### src/rtl/wbsdram_arb_pkg.sv
// Shared encodings for the two-master SDRAM Wishbone arbiter.
package wbsdram_arb_pkg;

    typedef enum logic [1:0] {
        ST_IDLE    = 2'd0,
        ST_GRANT_A = 2'd1,
        ST_GRANT_B = 2'd2,
        ST_DRAIN   = 2'd3
    } state_t;

    localparam logic [1:0] GNT_NONE = 2'b00;
    localparam logic [1:0] GNT_A    = 2'b01;
    localparam logic [1:0] GNT_B    = 2'b10;

endpackage

### src/rtl/wbsdram_inflight.sv
// Up/down count of requests accepted by the slave but not yet acknowledged.
module wbsdram_inflight #(
    parameter int LGFLIGHT = 5
) (
    input  logic clk,
    input  logic reset_n,
    input  logic clear,
    input  logic inc,
    input  logic dec,
    output logic full,
    output logic empty
);

    logic [LGFLIGHT-1:0] count;

    always_ff @(posedge clk) begin
        // NOTE: sequential state is written only with non-blocking assignments.
        if (!reset_n || clear)
            count <= '0;
        else if (inc && !dec)
            count <= count + LGFLIGHT'(1);
        else if (dec && !inc)
            count <= count - LGFLIGHT'(1);
    end

    assign full  = &count;
    assign empty = (count == '0);

endmodule

### src/rtl/wbsdram_arbiter.sv
// Round-robin arbiter sharing one pipelined Wishbone SDRAM slave between a CPU (A) and a DMA (B),
// with a per-grant beat limit so a streaming master yields to a waiting one.
module wbsdram_arbiter
    import wbsdram_arb_pkg::*;
#(
    parameter int AW       = 26,
    parameter int DW       = 32,
    parameter int LGFLIGHT = 5,
    parameter int MAXBURST = 64
) (
    input  logic            i_clk,
    input  logic            i_reset_n,
    input  logic            i_a_cyc,
    input  logic            i_a_stb,
    input  logic            i_a_we,
    input  logic [AW-1:0]   i_a_addr,
    input  logic [DW-1:0]   i_a_data,
    input  logic [DW/8-1:0] i_a_sel,
    output logic            o_a_stall,
    output logic            o_a_ack,
    output logic            o_a_err,
    output logic [DW-1:0]   o_a_data,
    input  logic            i_b_cyc,
    input  logic            i_b_stb,
    input  logic            i_b_we,
    input  logic [AW-1:0]   i_b_addr,
    input  logic [DW-1:0]   i_b_data,
    input  logic [DW/8-1:0] i_b_sel,
    output logic            o_b_stall,
    output logic            o_b_ack,
    output logic            o_b_err,
    output logic [DW-1:0]   o_b_data,
    output logic            o_s_cyc,
    output logic            o_s_stb,
    output logic            o_s_we,
    output logic [AW-1:0]   o_s_addr,
    output logic [DW-1:0]   o_s_data,
    output logic [DW/8-1:0] o_s_sel,
    input  logic            i_s_stall,
    input  logic            i_s_ack,
    input  logic            i_s_err,
    input  logic [DW-1:0]   i_s_data,
    output logic [1:0]      o_grant
);

    localparam logic [7:0] BEAT_MAX = 8'(MAXBURST);

    state_t     state;
    logic [1:0] grant;
    logic [1:0] last;
    logic [7:0] beat;

    logic cur_cyc, cur_stb, other_cyc;
    logic streaming, yield, open, accept, ack_ok;
    logic full, empty;
    logic own_a, own_b, pick_a;

    assign own_a = (grant == GNT_A);
    assign own_b = (grant == GNT_B);

    always_comb begin
        // NOTE: every signal gets a default before the branches so no latch is inferred.
        cur_cyc   = 1'b0;
        cur_stb   = 1'b0;
        other_cyc = 1'b0;
        o_s_we    = 1'b0;
        o_s_addr  = '0;
        o_s_data  = '0;
        o_s_sel   = '0;
        if (own_a) begin
            cur_cyc   = i_a_cyc;
            cur_stb   = i_a_stb;
            other_cyc = i_b_cyc;
            o_s_we    = i_a_we;
            o_s_addr  = i_a_addr;
            o_s_data  = i_a_data;
            o_s_sel   = i_a_sel;
        end else if (own_b) begin
            cur_cyc   = i_b_cyc;
            cur_stb   = i_b_stb;
            other_cyc = i_a_cyc;
            o_s_we    = i_b_we;
            o_s_addr  = i_b_addr;
            o_s_data  = i_b_data;
            o_s_sel   = i_b_sel;
        end
    end

    // Once the beat limit is hit and the other master waits, stop issuing in the same cycle
    // so exactly MAXBURST requests are accepted before draining.
    assign streaming = (state == ST_GRANT_A) || (state == ST_GRANT_B);
    assign yield     = streaming && (beat == BEAT_MAX) && other_cyc;
    assign open      = streaming && !full && !yield;

    assign o_s_cyc = cur_cyc;
    assign o_s_stb = cur_cyc && cur_stb && open;
    assign accept  = o_s_stb && !i_s_stall;
    assign ack_ok  = i_s_ack && !empty;

    assign o_a_stall = !(own_a && open) || i_s_stall;
    assign o_b_stall = !(own_b && open) || i_s_stall;
    assign o_a_ack   = own_a && ack_ok;
    assign o_b_ack   = own_b && ack_ok;
    assign o_a_err   = own_a && i_s_err;
    assign o_b_err   = own_b && i_s_err;
    assign o_a_data  = i_s_data;
    assign o_b_data  = i_s_data;
    assign o_grant   = grant;

    wbsdram_inflight #(.LGFLIGHT(LGFLIGHT)) u_inflight (
        .clk     (i_clk),
        .reset_n (i_reset_n),
        .clear   (!cur_cyc || i_s_err),
        .inc     (accept),
        .dec     (ack_ok),
        .full    (full),
        .empty   (empty)
    );

    // On a tie the master that was not granted last wins.
    assign pick_a = i_a_cyc && (!i_b_cyc || (last == GNT_B));

    always_ff @(posedge i_clk) begin
        if (!i_reset_n) begin
            state <= ST_IDLE;
            grant <= GNT_NONE;
            last  <= GNT_B;
            beat  <= '0;
        end else begin
            case (state)
                ST_IDLE: begin
                    if (pick_a) begin
                        state <= ST_GRANT_A;
                        grant <= GNT_A;
                        last  <= GNT_A;
                        beat  <= '0;
                    end else if (i_b_cyc) begin
                        state <= ST_GRANT_B;
                        grant <= GNT_B;
                        last  <= GNT_B;
                        beat  <= '0;
                    end
                end
                ST_GRANT_A, ST_GRANT_B: begin
                    if (!cur_cyc || i_s_err) begin
                        state <= ST_IDLE;
                        grant <= GNT_NONE;
                    end else if (yield) begin
                        state <= ST_DRAIN;
                    end else if (accept && beat != BEAT_MAX) begin
                        beat <= beat + 8'd1;
                    end
                end
                ST_DRAIN: begin
                    if (!cur_cyc || i_s_err || empty) begin
                        state <= ST_IDLE;
                        grant <= GNT_NONE;
                    end
                end
                default: begin
                    state <= ST_IDLE;
                    grant <= GNT_NONE;
                end
            endcase
        end
    end

endmodule
### config.mk
export PLATFORM = sky130hd
export DESIGN_NAME = wbsdram_arbiter
export DESIGN_NICKNAME = d
export VERILOG_FILES = /design/src/rtl/wbsdram_arb_pkg.sv /design/src/rtl/wbsdram_inflight.sv /design/src/rtl/wbsdram_arbiter.sv
export SDC_FILE = /design/constraint.sdc
export NUM_CORES = 1
export LEC_CHECK = 0
export BUFFER_PORTS_ARGS = -buffer_cell sky130_fd_sc_hd__buf_2
export CAP_MARGIN = 15
export CORE_AREA = 5 5 115 117
export CTS_CLUSTER_DIAMETER = 120
export DETAILED_ROUTE_END_ITERATION = 7
export DIE_AREA = 0 0 120 122
export SLEW_MARGIN = 20
export SYNTH_ARGS = -nofsm -noshare
export SYNTH_HDL_FRONTEND = slang
export SYNTH_SLANG_ARGS = --single-unit
### constraint.sdc
create_clock -name i_clk -period 3.5 [get_ports i_clk]
set_clock_uncertainty 0.15 [all_clocks]
set_input_delay 0.7 -clock i_clk [delete_from_list [all_inputs] [get_ports i_clk]]
set_output_delay 0.7 -clock i_clk [all_outputs]
set_load 0.05 [all_outputs]
# Word level (Yosys, flattened, before mapping)
# Index checks and enable logic that the tools add are counted.
dict set report word_totals {
  regBits 19
  input_bits 167
  output_inout_bits 137
}
dict set report classes {
  add_sub_neg 3
  n_eq_ne 15
  n_mux 30
  n_reduce_logical 47
}
# cell n
set op_table {}
lappend op_table {{32-bit 2-to-1 mux} 2}
lappend op_table {{26-bit 2-to-1 mux} 2}
lappend op_table {{8-bit 2-to-1 mux} 5}
lappend op_table {{1-bit logical AND} 18}
lappend op_table {{8-bit one-hot mux with 2 select lines} 1}
lappend op_table {{2-bit 2-to-1 mux} 6}
lappend op_table {{2-bit one-hot mux with 3 select lines} 2}
lappend op_table {{1-bit logical NOT} 11}
lappend op_table {{5-bit 2-to-1 mux} 2}
lappend op_table {{5-bit AND reduction} 2}
lappend op_table {{8-bit by 1-bit adder with 8-bit output (second input constant)} 1}
lappend op_table {{2-bit equality test (second input constant)} 4}
lappend op_table {{8-bit by 7-bit equality test with 1-bit output (second input constant)} 1}
lappend op_table {{1-bit 2-to-1 mux} 8}
lappend op_table {{4-bit 2-to-1 mux} 2}
lappend op_table {{2-bit != test (second input constant)} 4}
lappend op_table {{8-bit by 7-bit != test with 1-bit output (second input constant)} 1}
lappend op_table {{1-bit logical OR} 7}
lappend op_table {{3-bit AND reduction} 2}
lappend op_table {{2-bit nonzero test} 3}
lappend op_table {{5-bit by 1-bit adder with 5-bit output (second input constant)} 1}
lappend op_table {{5-bit logical NOT} 1}
lappend op_table {{5-bit by 1-bit subtractor with 5-bit output (second input constant)} 1}
lappend op_table {{2-bit by 1-bit equality test with 1-bit output (second input constant)} 2}
lappend op_table {{6 further kinds} 6}

# Depth between registers and ports, before layout
dict set report depth {
  ltp_word 13
  ltp_mapped 14
}

# Hierarchy
# From an unflattened synthesis, not the netlist that was laid out.
dict set report unflattened {
  hier_cells 309
  hier_area_um2 2551.2
}
# module n_inst cells_each area_per_inst_um2 seq_area_each_um2
set modules_own_cells {}
lappend modules_own_cells {wbsdram_arbiter 1 265 2178.3 280.3}
lappend modules_own_cells {wbsdram_inflight 1 44 372.9 100.1}

# Worst setup path after synthesis
# OpenSTA, ideal clock, no wires.
dict set report synth_timing {
  path_type {input -> register}
  startpoint {in i_b_cyc}
  endpoint {reg u_inflight.count[4]}
  arrival_time_ps 3101
  t_required_ps 3280
  slack_ps 179
  path_stages 13
  n_path_buf 1
  cell_sequence {buf_2 > nand3b_1 > a211oi_4 > nor4_1 > and2_1 > ha_1 > inv_1 > fa_1 > a21o_1 > a21oi_1 > xnor2_1 > or3_1 > a21oi_1}
}
dict set report synth_between {
  elab_chain_len 9
  elab_cells_between_ends 17
  cone_classes {mux (4); reduce/logical (13)}
}
# element line_no
set synth_lines {}
lappend synth_lines {{start, declared} wbsdram_arbiter.sv:23} ;# input logic i_b_cyc,
lappend synth_lines {{1-bit 2-to-1 mux} wbsdram_arbiter.sv:70} ;# if (own_a) begin
lappend synth_lines {{1-bit logical AND} wbsdram_arbiter.sv:92} ;# assign yield = streaming && (beat == BEAT_MAX) && other_cyc;
lappend synth_lines {{1-bit logical NOT} wbsdram_arbiter.sv:93} ;# assign open = streaming && !full && !yield;
lappend synth_lines {{1-bit logical AND} wbsdram_arbiter.sv:93}
lappend synth_lines {{1-bit logical AND} wbsdram_arbiter.sv:96} ;# assign o_s_stb = cur_cyc && cur_stb && open;
lappend synth_lines {{1-bit logical AND} wbsdram_arbiter.sv:97} ;# assign accept = o_s_stb && !i_s_stall;
lappend synth_lines {{1-bit logical NOT} wbsdram_inflight.sv:22} ;# else if (dec && !inc)
lappend synth_lines {{1-bit logical AND} wbsdram_inflight.sv:22}
lappend synth_lines {{2-bit nonzero test (no line)} --}
lappend synth_lines {{end signal, assigned} wbsdram_inflight.sv:21} ;# count <= count + LGFLIGHT'(1);
lappend synth_lines {{end signal, assigned} wbsdram_inflight.sv:23} ;# count <= count - LGFLIGHT'(1);
lappend synth_lines {{end, declared} wbsdram_inflight.sv:14} ;# logic [LGFLIGHT-1:0] count;
# Several ways; a longest one is shown, not always the timed one.
# A chain may end at the register's enable or synchronous reset.

# Final worst setup path
dict set report layout_timing {
  startpoint {reg beat[0]}
  endpoint {reg u_inflight.count[4]}
}
dict set report layout_between {
  elab_chain_len 10
  elab_cells_between_ends 12
  cone_classes {eq/ne (1); mux (1); reduce/logical (10)}
}
# element line_no
set layout_lines {}
lappend layout_lines {{start, declared} wbsdram_arbiter.sv:51} ;# logic [7:0] beat;
lappend layout_lines {{start signal, assigned} wbsdram_arbiter.sv:151} ;# beat <= beat + 8'd1;
lappend layout_lines {{8-bit by 7-bit equality test with 1-bit output *} wbsdram_arbiter.sv:92}
lappend layout_lines {{1-bit logical AND * (2 in series)} wbsdram_arbiter.sv:92}
lappend layout_lines {{1-bit logical NOT *} wbsdram_arbiter.sv:93}
lappend layout_lines {{1-bit logical AND *} wbsdram_arbiter.sv:93}
lappend layout_lines {{1-bit logical AND *} wbsdram_arbiter.sv:96}
lappend layout_lines {{1-bit logical AND *} wbsdram_arbiter.sv:97}
lappend layout_lines {{1-bit logical NOT} wbsdram_inflight.sv:22}
lappend layout_lines {{1-bit logical AND} wbsdram_inflight.sv:22}
lappend layout_lines {{2-bit nonzero test (no line)} --}
# Every way passes the cells marked *; elsewhere a longest branch is shown, timed or not.

==> flow_summary.ini <==
[yosys]
ys_warn_count = 0
synth_area_um2 = 2490
syn_inst = 307
syn_avg_cell_area_um2 = 8.10
synthArstFlopShare = 0
synth_edf_count = 0
syn-num-nets = 484
yosysUniqueCellTypes = 54
ys.flop_type = dfxtp_1
yosysSeqAreaShare = 0.153
ys_ff_latch = 19

[placement]
placed_cells = 604
place_congestion = 0.862
port_buffers = 207
hpwl_um = 10300

[global_routing]
antenna_found_initial = 1
met1_usage = 0.190
overflow = 0
grt_max_degree = 26
gr-usage-met2 = 0.242
busiest_layer = met2
grt_pass1_wl_um = 16300
grt_pass1_vias = 2852
use_met3 = 0.0427
grt_util_all_layers = 0.146

[cts]
post_cts_buffers = 0
cts_buffers = 3
cts_tree = done
path_clk_slew_ns = 0.06
h-tree-depth = 1
clk_path_buf_depth = 2
root_buffer = clkbuf_16
clock_sink_count = 19
hold_buffers = 0
clk_latency_ns = 0.25

[timing]
rsz0062_at_grt = false
tightest_slew_ns = 0.697
period_minus_slack_ns = 3.25
min_period_over_period = 0.930
slew_headroom = 0.535
tns_ns = 0
finalHoldViolCount = 0
drv_slew = 0
finalSetupViolCount = 0
fmaxAchievable_mhz = 307
holdWs_ns = 0.371

[detailed_routing]
avgViaCountPerCell = 4.76
drcViolationCount = 0
totalWireLength_um = 11600
wl_per_cell_um = 19.0
dr.pass1.iters = 4
vias = 2893
ant_nets = 0
drt-initial-drc-count = 146

[critical_path]
start_kind = flip-flop
reg2reg_slack_ns = 0.25
cp_max_fo = 4
crit_type = reg -> reg
required_ns = 3.53
crit_path_end_kind = flip-flop
worstPathArrival_ns = 3.29

[finish]
final_cells = 608
nets = 636
synthToLayoutAreaGrowth_pct = 37.8
antenna_cells = 0
layout-drive-gt1-share = 0.533

[floorplanning]
core_um2 = 12300
dieArea_um2 = 14600
start_util = 0.203
die_y_um = 122
rows = 41
die_w_um = 120
ioPinCount = 304

[outcome]
status = complete, no violations

[hold_path]
hp-class = reg -> reg

[power_and_ir_drop]
peakVddDrop_uv = 166
power_mw = 1.47
powerDensity_nw_per_um2 = 428
p_leak_nw = 1.88

[flow_run]
cap_violations = 0
==> power by group <==
group / internal (mW) / switching (mW) / total, mW
clock network: 0.155 / 0.0856 / 0.241
registers: 0.227 / 0.00866 / 0.236
logic: 0.300 / 0.691 / 0.991
total: 0.682 / 0.785 / 1.47
==> synth_stat cells, drive strengths merged (7+ instances only) <==
cell | count | share of area
nand2 | 19 | 0.029
a21oi | 7 | 0.014
buf | 70 | 0.20
o21ai | 9 | 0.018
nor2 | 9 | 0.014
ha | 9 | 0.045
dfxtp | 19 | 0.15
a22o | 63 | 0.22
clkbuf | 13 | 0.020
nand3 | 7 | 0.014
inv | 9 | 0.014
==> logic make-up (layout without fill, tap and decap cells) <==
kind of cell | after synthesis | in the layout | synth area share
AOI/OAI and AO/OA | 106 | 106 | 0.352
buffers and inverters | 92 | 243 | 0.237
and+or+nand+nor | 71 | 71 | 0.171
DFF | 19 | 19 | 0.153
adders and majority gates | 10 | 10 | 0.0533
muxes | 5 | 5 | 0.0201
xor gates and xnor gates | 4 | 4 | 0.0141
==> repair_timing <==
item	4_1_cts	5_1_grt
setup endpoints to repair	0	1
hold endpoints to repair	0	0
resized for setup	0	1
==> flip-flops by register name (all words and copies together), names as in the netlist <==
| register | count |
|---|---|
| u_inflight.count | 5 |
| last | 2 |
| state | 2 |
| o_grant | 2 |
| beat | 8 |
==> cells in the final DEF (no fill, tap or decap), types with 4 or more instances in the layout <==
cell type  Yosys  routed
a22o_1        63      63
mux2i_1        5       5
dfxtp_1       19      19
nor2_1         9       9
nand2_1       19      19
o21ai_0        5       5
o21ai_1        4       4
buf_4         64      23
inv_1          9       9
nand3_1        7       7
a21oi_1        7       7
ha_1           9       9
buf_2          3     207
and2_1         5       5
a31oi_1        5       5
==> cell type report <==
class	instances	area, um2
Fill cell	1358	8830
Inverter	9	33.8
Clock buffer	4	78.8
Tap cell	150	188
Multi-Input combinational cell	196	1540
Sequential cell	19	380
Timing Repair Buffer	230	1210
==> final timing paths <==
path / startpoint / to / cells past startpoint
worst max-delay path: beat[0]$_SDFFE_PN0P_ / u_inflight.count[4]$_SDFFE_PP0P_ / 14
worst min-delay path: beat[0]$_SDFFE_PN0P_ / beat[0]$_SDFFE_PN0P_ / 1
worst max register to register: beat[0]$_SDFFE_PN0P_ / u_inflight.count[4]$_SDFFE_PP0P_ / 14
worst min register to register: beat[0]$_SDFFE_PN0P_ / beat[0]$_SDFFE_PN0P_ / 1
==> stage by stage <==
stage,cell area (um2),utilization,setup WS (ns)
6_report,3430,0.280,0.246
5_1_grt,3430,0.280,0.00664
4_1_cts,3420,0.279,0.186
3_5_place_dp,3340,0.273,0.0381
3_3_place_gp,3340,0.273,0.124
2_1_floorplan,2490,-,0.179
==> worst max-delay path: stages, from the launching register on <==
cell       delay [ns]
dfxtp_1          0.37
inv_1            0.08
ha_1             0.20
nand4bb_1        0.18
a211oi_4         0.07
nor4_2           0.27
and2_1           0.18
ha_1             0.20
inv_1            0.12
fa_1             0.47
a21o_1           0.18
a21oi_1          0.18
xnor2_1          0.09
or3_1            0.30
a21oi_1          0.15
==> layer usage <==
layer | wire length (um) | vias up
met5 | 13 | -
met4 | 101 | 2
met3 | 1020 | 12
met2 | 5580 | 147
met1 | 4870 | 1347
li1 | - | 1385
No activity file was read; power rests on OpenSTA's default activity.
